### config.mk
export PLATFORM = sky130hd
export DESIGN_NAME = ahb_fifo_slave
export DESIGN_NICKNAME = d
export VERILOG_FILES = /design/src/rtl/ahb_fifo_slave.sv
export SDC_FILE = /design/constraint.sdc
export NUM_CORES = 1
export LEC_CHECK = 0
export BUFFER_PORTS_ARGS = -buffer_cell sky130_fd_sc_hd__buf_4
export CORE_ASPECT_RATIO = 0.6
export CORE_UTILIZATION = 30
export CTS_CLUSTER_DIAMETER = 200
export DETAILED_ROUTE_END_ITERATION = 6
export SLEW_MARGIN = 20
export SYNTH_ARGS = -nofsm -noshare
export SYNTH_HDL_FRONTEND = slang
export SYNTH_SLANG_ARGS = --single-unit
export TNS_END_PERCENT = 50
### constraint.sdc
create_clock -name HCLK -period 3.8 [get_ports HCLK]
set_input_delay 0 -clock HCLK [delete_from_list [all_inputs] [get_ports HCLK]]
set_output_delay 0 -clock HCLK [all_outputs]
set_load 0.02 [all_outputs]
### src/rtl/ahb_fifo_slave.sv
// AHB-Lite slave exposing a DEPTH-word FIFO with status/ctrl/threshold registers and a level IRQ.
// Zero-wait OKAY transfers; protocol errors answer with a two-cycle ERROR (HREADYOUT low in cycle 1).
module ahb_fifo_slave #(
  parameter int DEPTH = 8,
  parameter int CW    = $clog2(DEPTH) + 1
) (
  input  logic        HCLK,
  input  logic        HRESET,
  input  logic        HSEL,
  input  logic [11:0] HADDR,
  input  logic [1:0]  HTRANS,
  input  logic [2:0]  HSIZE,
  input  logic        HWRITE,
  input  logic [31:0] HWDATA,
  input  logic        HREADY,
  output logic        HREADYOUT,
  output logic [31:0] HRDATA,
  output logic        HRESP,
  output logic        IRQ
);

  localparam int PW = $clog2(DEPTH);
  localparam logic [1:0] A_DATA = 2'd0;
  localparam logic [1:0] A_STAT = 2'd1;
  localparam logic [1:0] A_CTRL = 2'd2;
  localparam logic [1:0] A_THR  = 2'd3;

  typedef enum logic [1:0] {IDLE, ERR1, ERR2} state_t;

  state_t        state;
  logic [31:0]   mem [DEPTH];
  logic [PW-1:0] wr_ptr, rd_ptr;
  logic [CW-1:0] count, count_nx, level;
  logic          irq_en;
  logic          dp_vld, dp_write;
  logic [1:0]    dp_addr;

  logic accept, new_err, full, empty, full_nx, empty_nx;
  logic do_push, do_pop, do_ctrl, do_clear, do_thr;
  logic unused_bits;

  assign unused_bits = ^{HADDR[11:4], HADDR[1:0], HTRANS[0]};

  // dp_vld only ever marks an OKAY data phase; errored transfers never act on state.
  assign do_push  = dp_vld &  dp_write & (dp_addr == A_DATA);
  assign do_pop   = dp_vld & ~dp_write & (dp_addr == A_DATA);
  assign do_ctrl  = dp_vld &  dp_write & (dp_addr == A_CTRL);
  assign do_thr   = dp_vld &  dp_write & (dp_addr == A_THR);
  assign do_clear = do_ctrl & HWDATA[0];

  always_comb begin
    count_nx = count;
    if (do_clear)     count_nx = '0;
    else if (do_push) count_nx = count + CW'(1);
    else if (do_pop)  count_nx = count - CW'(1);
  end

  assign full     = (count == CW'(DEPTH));
  assign empty    = (count == '0);
  assign full_nx  = (count_nx == CW'(DEPTH));
  assign empty_nx = (count_nx == '0);

  // The new address phase is judged against the count as left by the data phase ending now.
  assign accept  = HSEL & HREADY & HTRANS[1] & (state != ERR1);
  assign new_err = (HSIZE != 3'b010)
                 | ( HWRITE & (HADDR[3:2] == A_STAT))
                 | ( HWRITE & (HADDR[3:2] == A_DATA) & full_nx)
                 | (~HWRITE & (HADDR[3:2] == A_DATA) & empty_nx);

  always_ff @(posedge HCLK or posedge HRESET) begin
    if (HRESET) begin
      state     <= IDLE;
      HREADYOUT <= 1'b1;
      HRESP     <= 1'b0;
      dp_vld    <= 1'b0;
      dp_write  <= 1'b0;
      dp_addr   <= 2'd0;
    end else begin
      dp_vld <= 1'b0;
      case (state)
        ERR1: begin
          state     <= ERR2;
          HREADYOUT <= 1'b1;
          HRESP     <= 1'b1;
        end
        default: begin
          if (accept && new_err) begin
            state     <= ERR1;
            HREADYOUT <= 1'b0;
            HRESP     <= 1'b1;
          end else begin
            state     <= IDLE;
            HREADYOUT <= 1'b1;
            HRESP     <= 1'b0;
            if (accept) begin
              dp_vld   <= 1'b1;
              dp_write <= HWRITE;
              dp_addr  <= HADDR[3:2];
            end
          end
        end
      endcase
    end
  end

  always_ff @(posedge HCLK or posedge HRESET) begin
    if (HRESET) begin
      wr_ptr <= '0;
      rd_ptr <= '0;
      count  <= '0;
      irq_en <= 1'b0;
      level  <= '0;
      IRQ    <= 1'b0;
    end else begin
      count <= count_nx;
      if (do_clear) begin
        wr_ptr <= '0;
        rd_ptr <= '0;
      end else begin
        if (do_push) wr_ptr <= wr_ptr + PW'(1);
        if (do_pop)  rd_ptr <= rd_ptr + PW'(1);
      end
      if (do_ctrl) irq_en <= HWDATA[1];
      if (do_thr)  level  <= HWDATA[CW-1:0];
      IRQ <= irq_en & (count >= level) & (level != '0);
    end
  end

  always_ff @(posedge HCLK) begin
    if (do_push) mem[wr_ptr] <= HWDATA;
  end

  always_comb begin
    HRDATA = '0;
    if (dp_vld && !dp_write) begin
      case (dp_addr)
        A_DATA:  HRDATA = mem[rd_ptr];
        A_STAT:  HRDATA = {14'b0, full, empty, {(16-CW){1'b0}}, count};
        A_CTRL:  HRDATA = {30'b0, irq_en, 1'b0};
        default: HRDATA = {{(32-CW){1'b0}}, level};
      endcase
    end
  end

endmodule

# [Yosys cells after proc, flatten, opt, wreduce, memory -nomap -nowiden]
# Memory sizes are Yosys's and may differ from the RTL's.
# Cells that the tools add are included.
[op_classes] addsub=4 magnitude_cmp=1 n_eq_ne=9 muxes=20 bitwise=24 reduce_logical=11
[ops] operator="$pmux 32 s3" n=1
[ops] operator="$mux 32" n=1
[ops] operator="$and 1x1->1" n=17
[ops] operator="$mux 3" n=4
[ops] operator="$mux 4" n=3
[ops] operator="$mux 1" n=10
[ops] operator="$eq 4x4->1 const B" n=2
[ops] operator="$logic_not 4->1" n=2
[ops] operator="$add 3x1->3 const B" n=2
[ops] operator="$eq 2x1->1 const B" n=3
[ops] operator="$add 4x1->4 const B" n=1
[ops] operator="$eq 2x2->1 const B" n=2
[ops] operator="$ge 4x4->1" n=1
[ops] operator="$logic_not 2->1" n=2
[ops] operator="$not 1->1" n=4
[ops] operator="$reduce_bool 2->1" n=2
[ops] operator="$reduce_bool 4->1" n=1
[ops] operator="$sub 4x1->4 const B" n=1
[ops] operator="$ne 3x2->1 const B" n=1
[ops] operator="$or 1x1->1" n=3
[ops] operator="$reduce_and 3->1" n=1
[ops] operator="$logic_and 1x1->1" n=2
[ops] operator="$mux 2" n=1
[ops] operator="$ne 2x1->1 const B" n=1
[ops] operator="$logic_not 1->1" n=1
[totals] regBits=24 mem_bits_rw=256 inputBits=54 out_inout_bits=35 word_cells=82 mem_count=1
[memory_table] name="mem" words=8 word_bits=32 read_ports=1 rd_ports_with_merged_regs=0 write_ports=1 line="31" source="logic [31:0] mem [DEPTH];"

# [Depth between registers and ports, before layout]
[logic_depth] word_depth=13 ltp_mapped=8 mapped_depth_nobuf=8

# [Worst setup path after synthesis]
# No wires, ideal clock.
[synth_timing] path_kind="flip-flop to flip-flop" from="reg dp_addr[1]" to="mem mem[0][0] (enable)" setup_time_ns=0.461 arrival_time_ns=3.547 required_time_ns=3.339 setup_slack_ns=-0.208 stages_incl_launch_ff=5 path_buffers=1 synth_period_minus_slack_ns=4.008 cell_sequence="dfrtp_1 > buf_6 > or4bb_1 > or2_2 > nor3_1"
[synth_via] elab_chain_len=4
[synth_lines] element="from (decl)" line="36" source="logic [1:0] dp_addr;"
[synth_lines] element="from (signal assigned)" line="98" source="dp_addr <= HADDR[3:2];"
[synth_lines] element="$logic_not 2->1" line="45" source="assign do_push = dp_vld & dp_write & (dp_addr == A_DATA);"
[synth_lines] element="$and 1x1->1" line="45"
[synth_lines] element="$mux 1" line="130" source="if (do_push) mem[wr_ptr] <= HWDATA;"
[synth_lines] element="$mux 1 (implied by the code)" line="130"
[synth_lines] element="to (decl)" line="31"
# Every way passes these cells.

# [Worst setup path after layout]
[layout_timing] from="reg dp_addr[1]" to="reg state[0]"
[layout_via] elab_chain_len=12 word_cells_on_any_way=18 classes_between="eq/ne (2); mux (5); bitwise (8); reduce/logical (3)"
[layout_lines] element="$logic_not 2->1" line="45, 46"
[layout_lines] element="$and 1x1->1" line="46" source="assign do_pop = dp_vld & ~dp_write & (dp_addr == A_DATA);"
[layout_lines] element="$mux 4" line="55" source="else if (do_pop) count_nx = count - CW'(1);"
[layout_lines] element="$mux 4" line="54" source="else if (do_push) count_nx = count + CW'(1);"
[layout_lines] element="$mux 4 *" line="53" source="if (do_clear) count_nx = '0;"
[layout_lines] element="net count_nx[3]" line="33" source="logic [CW-1:0] count, count_nx, level;"
[layout_lines] element="$eq 4x4->1" line="60" source="assign full_nx = (count_nx == CW'(DEPTH));"
[layout_lines] element="$and 1x1->1" line="67" source="| ( HWRITE & (HADDR[3:2] == A_DATA) & full_nx)"
[layout_lines] element="$or 1x1->1" line="67"
[layout_lines] element="$or 1x1->1 *" line="68" source="| (~HWRITE & (HADDR[3:2] == A_DATA) & empty_nx);"
[layout_lines] element="$logic_and 1x1->1 *" line="87" source="if (accept && new_err) begin"
[layout_lines] element="$mux 1 *" line="87"
[layout_lines] element="$mux 2 *" line="80" source="case (state)"
[layout_lines] element="to (signal assigned)" line="72" source="state <= IDLE;"
[layout_lines] element="to (signal assigned)" line="82" source="state <= ERR2;"
[layout_lines] element="to (signal assigned)" line="88" source="state <= ERR1;"
[layout_lines] element="to (decl)" line="30" source="state_t state;"
# The timed path passes the listed nets; every way through them passes the cells marked *.
# A chain may end at the register's enable or synchronous reset.

==> impl_metrics.csv <==
group,metric,value,unit
synthesis,post_synth_instance_area,11100,sq um
floorplanning,placeableCoreArea,36400,sq um
hold_path,holdCritStartpoint,"HWDATA[12]",
clock_tree,clkSinkCount,280,
global_route,grt_antenna_before_repair,1,
sta,finalCritPeriodShare,83.2,%
route,detailroute.via_count,5585,
route,wl_met3,1050,um
floorplanning,die_w,250,um
place,place_inst,1101,
sta,transition_time_at_the_pin_with_the_least_slew_margin,1.03,ns
global_route,largest_net_degree_at_the_start_of_global_routing,36,
layout,final-instance-count-excl-fill,1189,
clock_tree,worst_skew_pair_later_pin_latency,0.53,ns
sta,grt_setup_unrepaired,"no",
setup_path,end_kind,"flop",
floorplanning,start_util,30.5,%
layout,nNetsFinal,758,
power_and_ir_drop,max-vdd-ir-drop,0.363,mV
floorplanning,floorplan.io_pins,89,
route,detail_route.iter0.violations,429,
setup_path,slowest_delay,0.57,ns
global_route,global_route_wire_length_before_repair,35800,um
route,detailroute.wirelength.met2,10200,um
synthesis,postSynthCellCount,562,
global_route,grt_pass1_vias,5736,
clock_tree,clockBufferDepth,3,
synthesis,synthDominantAreaCellType,"edfxtp_1",
clock_tree,cts-buffers-inserted,25,
setup_path,timing.critical_path.cells,"or4b_1, buf_4, o22a_1, mux2i_4, xnor2_1, a21boi_0, nor2_1, dlygate4sd3_1",
layout,finish.instance_area,13600,sq um
route,wl,23300,um
sta,fmax,316,MHz
power_and_ir_drop,powerDensity,545,nW/um^2
setup_path,crit_fanout,29,
floorplanning,design.die.area,37800,sq um
synthesis,cells_taking_the_most_area_after_synthesis,"edfxtp_1 69%, mux4_2 13%, dfrtp_1 5.2%",
place,postPlaceCellArea,12400,sq um
synthesis,yosysSeqAreaShare,74.6,%
synthesis,synthDominantCellAreaShare,69.2,%
setup_path,reg2reg_setup_slack,0.64,ns
setup_path,crit_family,"buffers and inverters",
floorplanning,std_cell_rows,54,
power_and_ir_drop,leakage,4.61,nW
setup_path,required_time_reported_for_the_critical_path_endpoint,4.22,ns
layout,area_of_the_multi_input_gates,2730,sq um
place,hpwl,13300,um
layout,seqCellArea,8300,sq um
clock_tree,clk_pin_slew_worst_paths,0.07,ns
route,postRouteAntennaNets,0,
setup_path,timing.critical_path.slowest_stage_cell,"dfrtp_1",
outcome,run_status,"completed",
flow_run,cap_viol_max_count,0,
setup_path,worstPathBufferInverterCount,2,
layout,area_growth_from_synthesis_to_layout,22.8,%
setup_path,startpoint_type,"flop",
sta,timing.max_slew.rel_slack,31.2,%
clock_tree,cts_htree_levels,1,
sta,worst_clock_skew,0.0183,ns
setup_path,launch_point_of_the_worst_reg_to_reg_path,"dp_addr[1]$_DFFE_PP0P_",
setup_path,worstPathArrival,3.58,ns
sta,timing.final.hold_violations,0,
synthesis,total_of_flip_flops_plus_latches_after_synthesis,280,
route,drt_first_pass_iters,5,
synthesis,synth_area_per_cell,19.8,sq um
clock_tree,post-cts-setup-buffers,0,
layout,nFillCells,3323,
setup_path,criticalPathCategory,"reg2reg",
sta,setup_tns,0,ns
layout,n_antenna_cell,0,
synthesis,postSynthNetCount,625,
clock_tree,cts_tree,"yes",
synthesis,yosys_warnings,0,
hold_path,hold_path.class,"in2reg",
sta,final.hold.worst_slack,0.243,ns
route,post-route-drc-count,0,
route,vias_per_cell,4.70,
place,io_buffers,77,
route,detail_route.wirelength.met1,11600,um
place,finalWeightedCongestion,0.736,
layout,drive_above_1_share,30.0,%
floorplanning,die_height,151,um
sta,setup_viol,0,
synthesis,yosysUniqueCellTypes,42,
route,topRoutingLayerUsed,"met5",
global_route,track_usage,12.6,%
clock_tree,ctsRootBufferMaster,"clkbuf_16",
setup_path,critical_path.startpoint,"dp_addr[1]$_DFFE_PP0P_",
sta,count_of_pins_over_their_slew_limit,0,
global_route,grt_overflow,0,
route,route.detailed.wl_per_inst,19.6,um
sta,clock_period_minus_final_worst_setup_slack,3.16,ns
==> worst paths after layout <==
check / endpoint / depth (start not counted)
setup reg to reg: state[0]$_DFF_PP0_ / 8
min in group asynchronous: dp_write$_DFFE_PP0P_ / 3
max in group asynchronous: rd_ptr[0]$_DFFE_PP0P_ / 3
hold / removal: mem[2][12]$_DFFE_PP_ / 2
setup / recovery: state[0]$_DFF_PP0_ / 8
hold reg to reg: state[1]$_DFF_PP0_ / 2
==> registers in the layout, summed over array words and instances (netlist names) <==
signal     flops
IRQ            1
HRESP          1
HREADYOUT      1
dp_vld         1
state          2
dp_write       1
dp_addr        2
count          4
rd_ptr         3
irq_en         1
wr_ptr         3
mem          256
level          4
==> logic make-up after synthesis <==
logic type      count (synthesis)  synth area share (%)
xor+xnor                        5                 0.394
fa+ha+maj                       9                  1.01
flops                         280                  74.6
mux                           107                  17.1
compound gates                 33                  1.89
buf+inv                        37                  1.35
simple gates                   91                  3.66
==> layer usage <==
layer	vias to the layer above	track usage (%)
met5	-	0
met4	2	2.64
met3	34	2.44
met2	100	18.3
met1	2926	19.4
li1	2523	-
==> timing repair <==
item                      4_1_cts  5_1_grt
hold endpoints to repair      291        0
gates resized for setup         0        0
hold buffers                   43        0
==> layout by cell type (no fill, tap or decap), drive strengths merged, types with 2 or more instances in the layout <==
cell type,count
buf,89
o21ai,9
a211oi,2
nand4,2
dlygate4sd3,43
or2,2
nand2,17
a22oi,3
xor2,3
mux2i,31
dfrtp,23
inv,12
nand2b,7
xnor2,2
nor3,3
mux4,64
bufinv,3
a21o,2
clkbuf,29
or3,2
nor2,50
clkinv,11
ha,9
nand3,3
a21oi,8
edfxtp,256
mux2,12
a21boi,2
a31oi,2
==> where the power goes <==
group | leakage, nW | internal (W) | switching (W) | total (W)
Sequential | 2.58 | 0.00339 | 0.000262 | 0.00366
Clock | 0.391 | 0.00142 | 0.00112 | 0.00253
Combinational | 1.64 | 0.000776 | 0.000472 | 0.00125
==> cells in the mapped netlist, drive strengths merged <==
cell and n:
o31ai 1, a211o 1, or3 2, nor3 3
or4b 1, o21ai 9, xnor2 2, edfxtp 256
a21boi 2, o41ai 1, dfrtp 23, mux2i 31
a21oi 8, a31oi 2, or4bb 1, xor2 3
mux2 12, inv 11, nand2 17, a211oi 2
buf 11, mux4 64, a22oi 3, or2 2
or4 1, nand2b 7, o22a 1, dfstp 1
ha 9, nand3 3, o211ai 1, nor4 1
or3b 1, nand4 2, nor2 50, clkbuf 15
a21o 2
==> through the flow <==
stage | setup slack, ns | util [%] | power [W]
after floorplan | -0.115 | - | 0.00460
after global placement | 0.982 | 34.1 | 0.00495
after detailed placement | 0.952 | 34.1 | 0.00495
after CTS | 0.631 | 37.5 | 0.00751
after global routing | 0.452 | 37.5 | 0.00775
final | 0.638 | 37.5 | 0.00744
==> layout make-up <==
class / count / area share, %
repair buffers: 132 / 8.60
inverters: 11 / 0.303
well taps: 476 / 4.37
multi-input cells: 245 / 20.0
flip-flops and latches: 280 / 60.8
clock inverters: 16 / 1.17
clock buffers: 29 / 4.70
No activity file was read; power rests on OpenSTA's default activity.
